[config.mk]
export PLATFORM = sky130hd
export DESIGN_NAME = user_register_bank
export DESIGN_NICKNAME = d
export VERILOG_FILES = /design/src/rtl/user_register_bank.sv
export SDC_FILE = /design/constraint.sdc
export NUM_CORES = 1
export LEC_CHECK = 0
export ABC_AREA = 1
export ABC_CLOCK_PERIOD_IN_PS = 5390
export CORE_MARGIN = 1
export CORE_UTILIZATION = 50
export DETAILED_ROUTE_END_ITERATION = 10
export PLACE_DENSITY_LB_ADDON = 0.12
export SETUP_SLACK_MARGIN = 0.15
export SLEW_MARGIN = 30
export SYNTH_ARGS = -nofsm -noshare
export SYNTH_HDL_FRONTEND = slang
export SYNTH_SLANG_ARGS = --single-unit
export TNS_END_PERCENT = 50
[constraint.sdc]
create_clock -name CLK -period 5.39 [get_ports CLK]
set_input_delay 0.8085 -clock CLK [delete_from_list [all_inputs] [get_ports CLK]]
set_output_delay 0.8085 -clock CLK [all_outputs]
set_load 0.03 [all_outputs]
[src/rtl/user_register_bank.sv]
// user_register_bank
//   Bank of NREGS general-purpose registers for the 19-bit CPU datapath.
//   One register is modified per clock by LOAD/INC/DEC/CLR, or all of them
//   are zeroed by CLRALL. Two combinational read ports feed the ALU and the
//   address logic. Status flags are registered and describe the most recent
//   operation that took effect.
//
//   Build option: define UREG_SATURATE_EN to make INC/DEC saturate at
//   all-ones/zero instead of wrapping. CARRY/BORROW flag the event in both
//   builds.
//
// Ports
//   CLK, RST          clock, asynchronous active-high reset
//   opAddr            target register for LOAD/INC/DEC/CLR
//   inpData           LOAD data
//   LOAD/INC/DEC/CLR  single-register operations (LOAD > INC > DEC > CLR)
//   CLRALL            clear every register (highest priority)
//   rdAddrA/B         read addresses; out-of-range reads return 0
//   opDataA/B         read data
//   ZERO              last result was 0
//   CARRY/BORROW      last INC overflowed / last DEC underflowed
//   ADDR_ERR          last operation targeted a nonexistent register
module user_register_bank #(
  parameter int WIDTH = 19,
  parameter int NREGS = 8,
  parameter int AW    = 3
) (
  input  logic             CLK,
  input  logic             RST,
  input  logic [AW-1:0]    opAddr,
  input  logic [WIDTH-1:0] inpData,
  input  logic             LOAD,
  input  logic             INC,
  input  logic             DEC,
  input  logic             CLR,
  input  logic             CLRALL,
  input  logic [AW-1:0]    rdAddrA,
  input  logic [AW-1:0]    rdAddrB,
  output logic [WIDTH-1:0] opDataA,
  output logic [WIDTH-1:0] opDataB,
  output logic             ZERO,
  output logic             CARRY,
  output logic             BORROW,
  output logic             ADDR_ERR
);

  // One extra bit so NREGS == 2^AW is representable.
  localparam logic [AW:0]      NREGS_W = (AW+1)'(NREGS);
  localparam logic [WIDTH-1:0] ONES    = '1;

  logic [NREGS-1:0][WIDTH-1:0] regs_q, regs_d;
  logic zero_q, zero_d;
  logic carry_q, carry_d;
  logic borrow_q, borrow_d;
  logic err_q, err_d;

  logic             op_any;
  logic             addr_ok;
  logic [WIDTH-1:0] cur;
  logic [WIDTH-1:0] new_val;
  logic             ovf_c, ovf_b;

  // Compare-based mux: addresses that match no entry fall through to 0,
  // which gives the out-of-range read behaviour for free.
  function automatic logic [WIDTH-1:0] rd_mux(
    input logic [AW-1:0]                a,
    input logic [NREGS-1:0][WIDTH-1:0] arr
  );
    logic [WIDTH-1:0] r;
    r = '0;
    for (int i = 0; i < NREGS; i++)
      if (a == AW'(i)) r = arr[i];
    return r;
  endfunction

  assign op_any  = LOAD | INC | DEC | CLR;
  assign addr_ok = {1'b0, opAddr} < NREGS_W;
  assign cur     = rd_mux(opAddr, regs_q);

  // Result of the single-register operation, by priority.
  always_comb begin
    new_val = '0;
    ovf_c   = 1'b0;
    ovf_b   = 1'b0;
    if (LOAD) begin
      new_val = inpData;
    end else if (INC) begin
      if (cur == ONES) begin
        ovf_c = 1'b1;
`ifdef UREG_SATURATE_EN
        new_val = ONES;
`else
        new_val = '0;
`endif
      end else begin
        new_val = cur + WIDTH'(1);
      end
    end else if (DEC) begin
      if (cur == '0) begin
        ovf_b = 1'b1;
`ifdef UREG_SATURATE_EN
        new_val = '0;
`else
        new_val = ONES;
`endif
      end else begin
        new_val = cur - WIDTH'(1);
      end
    end
    // CLR leaves new_val at 0
  end

  always_comb begin
    regs_d   = regs_q;
    zero_d   = zero_q;
    carry_d  = carry_q;
    borrow_d = borrow_q;
    err_d    = err_q;
    if (CLRALL) begin
      regs_d   = '0;
      zero_d   = 1'b1;
      carry_d  = 1'b0;
      borrow_d = 1'b0;
      err_d    = 1'b0;
    end else if (op_any) begin
      if (!addr_ok) begin
        // Bad target: nothing written, only ADDR_ERR moves.
        err_d = 1'b1;
      end else begin
        for (int i = 0; i < NREGS; i++)
          if (opAddr == AW'(i)) regs_d[i] = new_val;
        zero_d   = (new_val == '0);
        carry_d  = ovf_c;
        borrow_d = ovf_b;
        err_d    = 1'b0;
      end
    end
  end

  always_ff @(posedge CLK or posedge RST) begin
    if (RST) begin
      regs_q   <= '0;
      zero_q   <= 1'b1;
      carry_q  <= 1'b0;
      borrow_q <= 1'b0;
      err_q    <= 1'b0;
    end else begin
      regs_q   <= regs_d;
      zero_q   <= zero_d;
      carry_q  <= carry_d;
      borrow_q <= borrow_d;
      err_q    <= err_d;
    end
  end

  // Reads come from the stored array, so a same-cycle write is not visible.
  assign opDataA  = rd_mux(rdAddrA, regs_q);
  assign opDataB  = rd_mux(rdAddrB, regs_q);
  assign ZERO     = zero_q;
  assign CARRY    = carry_q;
  assign BORROW   = borrow_q;
  assign ADDR_ERR = err_q;

endmodule

==> results.cfg <==
[status]
outcome = finished clean

[cts]
cts_max_path_buffers = 2
postCtsSetupBuffers = 0
h-tree-depth = 4
clock-sinks = 155
cts_root_buffer = clkbuf_16
clock_latency_ns = 0.45
holdBufCountCts = 0
cts_resized = 0
cts.clk_slew.worst_paths_ns = 0.07
cts_inserted_buffers = 17
cts_tree = yes

[grt]
grt_pass1_vias = 11086
gr-total-overflow = 0
grt_pass1_wl_um = 63700
grt_util_all_layers_pct = 38.1
grt_antenna_before_repair = 0
grt_max_degree = 100

[die]
core_um2 = 21200
ioPinCount = 77
die_x_um = 149
rows = 53
dieHeight_um = 149
initial_utilization_pct = 51.3
dieArea_um2 = 22300

[routing]
drc = 0
drt-total-wl_um = 41500
dr_total_vias = 12028
avgViaCountPerCell = 6.05
wl_per_cell_um = 20.8
dr.pass1.iters = 9
drtIter0Drc = 1445
postRouteAntennaNets = 0

[sta]
min_period_ns = 4.70
tns_ns = 0
skew_ns = 0.0150
fmax_ghz = 0.213
relSlewSlack_pct = 36.9
rsz0062_at_grt = no
tightest_slew_ns = 0.940
setup_viol = 0
hold_violations = 0
drv_slew = 0
min_period_over_period_pct = 87.2

[logic_synthesis]
yosysSeqAreaShare_pct = 35.7
synth_edf_count = 0
yosysTopAreaCellShare_pct = 35.5
yosysWarnings = 0
yosys.cell_types.count = 45
synth_area_um2 = 10900
async_reset_ff_share_pct = 100
syn_inst = 1640
syn_avg_cell_area_um2 = 6.62
ys_ff_latch = 155
synth_area_leaders = dfrtp_1 35%, nand2_1 18%, o21ai_0 6.5%
synth_nets = 1677
synthFlopType = dfrtp_1
yosysTopAreaCell = dfrtp_1

[placement]
hpwl_um = 30400
dp_cells = 1958
port_buffers = 75
routabilityCongestion = 0.999
place_area_um2 = 12000

[setup_path]
crit_path_start_kind = primary input
cp_max_fo = 14
worst_path_max_delay_cell = clkdlybuf4s50_1
cp_cell_sequence = clkdlybuf4s50_1 -> clkinv_1 -> nand3_1 -> buf_4 -> o221ai_1 -> a221oi_1 -> o2111ai_1 -> clkdlybuf4s50_1
critical_path_arrival_ns = 3.89
required_ns = 4.58
end_kind = primary output
critical_path_class = primary input to primary output
rr_worst_depth = 16
r2r_start = regs_q[39]$_DFFE_PP0P_
reg2reg_to = regs_q[29]$_DFFE_PP0P_
crit_top_cell = clkdlybuf4s50_1
r2r_slack_ns = 1.95
critPathMaxStageDelay_ns = 0.65

[finish]
fillers = 2009
final_common_cell = nand2_1
drive_gt1_share_pct = 7.99
multi_input_area_um2 = 5930
num_antenna_cells = 0
layout_common_cells = 531 x nand2_1, 179 x inv_1, 154 x dfrtp_1, 142 x o21ai_0, 132 x nor2_1
syn2layout_area_growth_pct = 15.9
final_cells = 1989
fin_area_um2 = 12600
utilization_pct = 59.5
seq_area_um2 = 3880
nets = 1739

[power]
p_leak_nw = 5.61
p_total_w = 0.00376
irDropWorstVdd_v = 0.000202
powerDensity_nw_per_um2 = 299

[flow_run]
max_cap_violations = 0

[hold_path]
min_path_type = register to register
holdPathEnd = CARRY$_DFFE_PP0P_
whs_path_depth = 2
hold_start = CARRY$_DFFE_PP0P_
-- metrics by stage --
stage	hold slack, ns	worst slack (ns)
finish	0.501	0.691
detailed placement	0.480	0.580
floorplan	0.493	0.405
CTS	0.498	0.801
global placement	0.488	0.632
global route	0.521	0.554
-- layout make-up --
class                   count  area share, %
well taps                 275           2.73
clock inverters            12           1.28
flip-flops and latches    155           30.8
inverters                 195           5.88
clock buffers              19           3.52
repair buffers            121           8.67
multi-input cells        1212           47.1
-- cell usage after synthesis, types with 3 or more instances --
| library cell | n |
|---|---|
| buf_1 | 4 |
| nor2_4 | 10 |
| a21oi_1 | 49 |
| a2111oi_0 | 3 |
| o21ai_0 | 142 |
| nor3_2 | 5 |
| nor3_1 | 16 |
| o221ai_1 | 24 |
| clkinv_1 | 7 |
| nor3_4 | 3 |
| buf_6 | 3 |
| buf_4 | 3 |
| inv_1 | 183 |
| nor2_1 | 132 |
| dfrtp_1 | 154 |
| nand3b_1 | 4 |
| a221oi_1 | 17 |
| nand2_1 | 531 |
| o22ai_1 | 27 |
| clkbuf_1 | 48 |
| nand3_1 | 95 |
| o21ai_1 | 11 |
| nor4_1 | 3 |
| nand4_2 | 6 |
| xor2_1 | 4 |
| or2_2 | 8 |
| nor2_2 | 7 |
| inv_2 | 5 |
| buf_2 | 20 |
| o2111ai_1 | 19 |
| nand4_1 | 78 |
-- cell families (layout without fill, tap and decap cells) --
logic type,after synthesis,in the layout,synth area share [%]
DFF,155,155,35.7
buffers and inverters,273,347,9.98
other,1,1,0.0345
AOI/OAI and AO/OA,302,302,16.8
adders and majority gates,2,2,0.230
xor gates and xnor gates,4,4,0.323
and+or+nand+nor,903,903,36.9
-- where the power goes --
group	leakage (nW)	total [W]	internal (W)	switching [W]
Sequential	2.04	0.00139	0.00129	0.000107
Clock	0.287	0.00129	0.000744	0.000545
Combinational	3.28	0.00108	0.000327	0.000748
Total	5.61	0.00376	0.00236	0.00140
-- per-layer routing --
metal,track usage [%],vias to the layer above,routed length [µm],share of wire [%]
met5,0,-,0,0
met4,17.6,0,1670,4.0
met3,6.54,117,3860,9.3
met2,58.8,728,18900,46
met1,52.0,5593,17000,41
li1,-,5590,-,-
-- sequential cells by signal (all words and copies together) (netlist names) --
name and flops:
regs_q 152, BORROW 1, ZERO 1, CARRY 1
-- how the worst max path moves through the flow --
| stage | endpoint | slack [ns] | cells past startpoint | startpoint |
|---|---|---|---|---|
| floorplan | BORROW$_DFFE_PP0P_ | 0.41 | 1 | RST |
| CTS | opDataA[6] | 0.80 | 8 | rdAddrA[2] |
| global route | regs_q[86]$_DFFE_PP0P_ | 0.55 | 19 | opAddr[1] |
| global placement | regs_q[29]$_DFFE_PP0P_ | 0.63 | 19 | opAddr[1] |
| finish | opDataA[6] | 0.69 | 8 | rdAddrA[2] |
| detailed placement | regs_q[86]$_DFFE_PP0P_ | 0.58 | 19 | opAddr[1] |
-- worst max-delay path: cells and delay by family --
kind / cells / cell delay (ns)
AND/OR/NAND/NOR: 1 / 0.56
buffers and inverters: 4 / 1.69
AO/OA/AOI/OAI: 3 / 0.82
(Power assumes the default switching activity.)
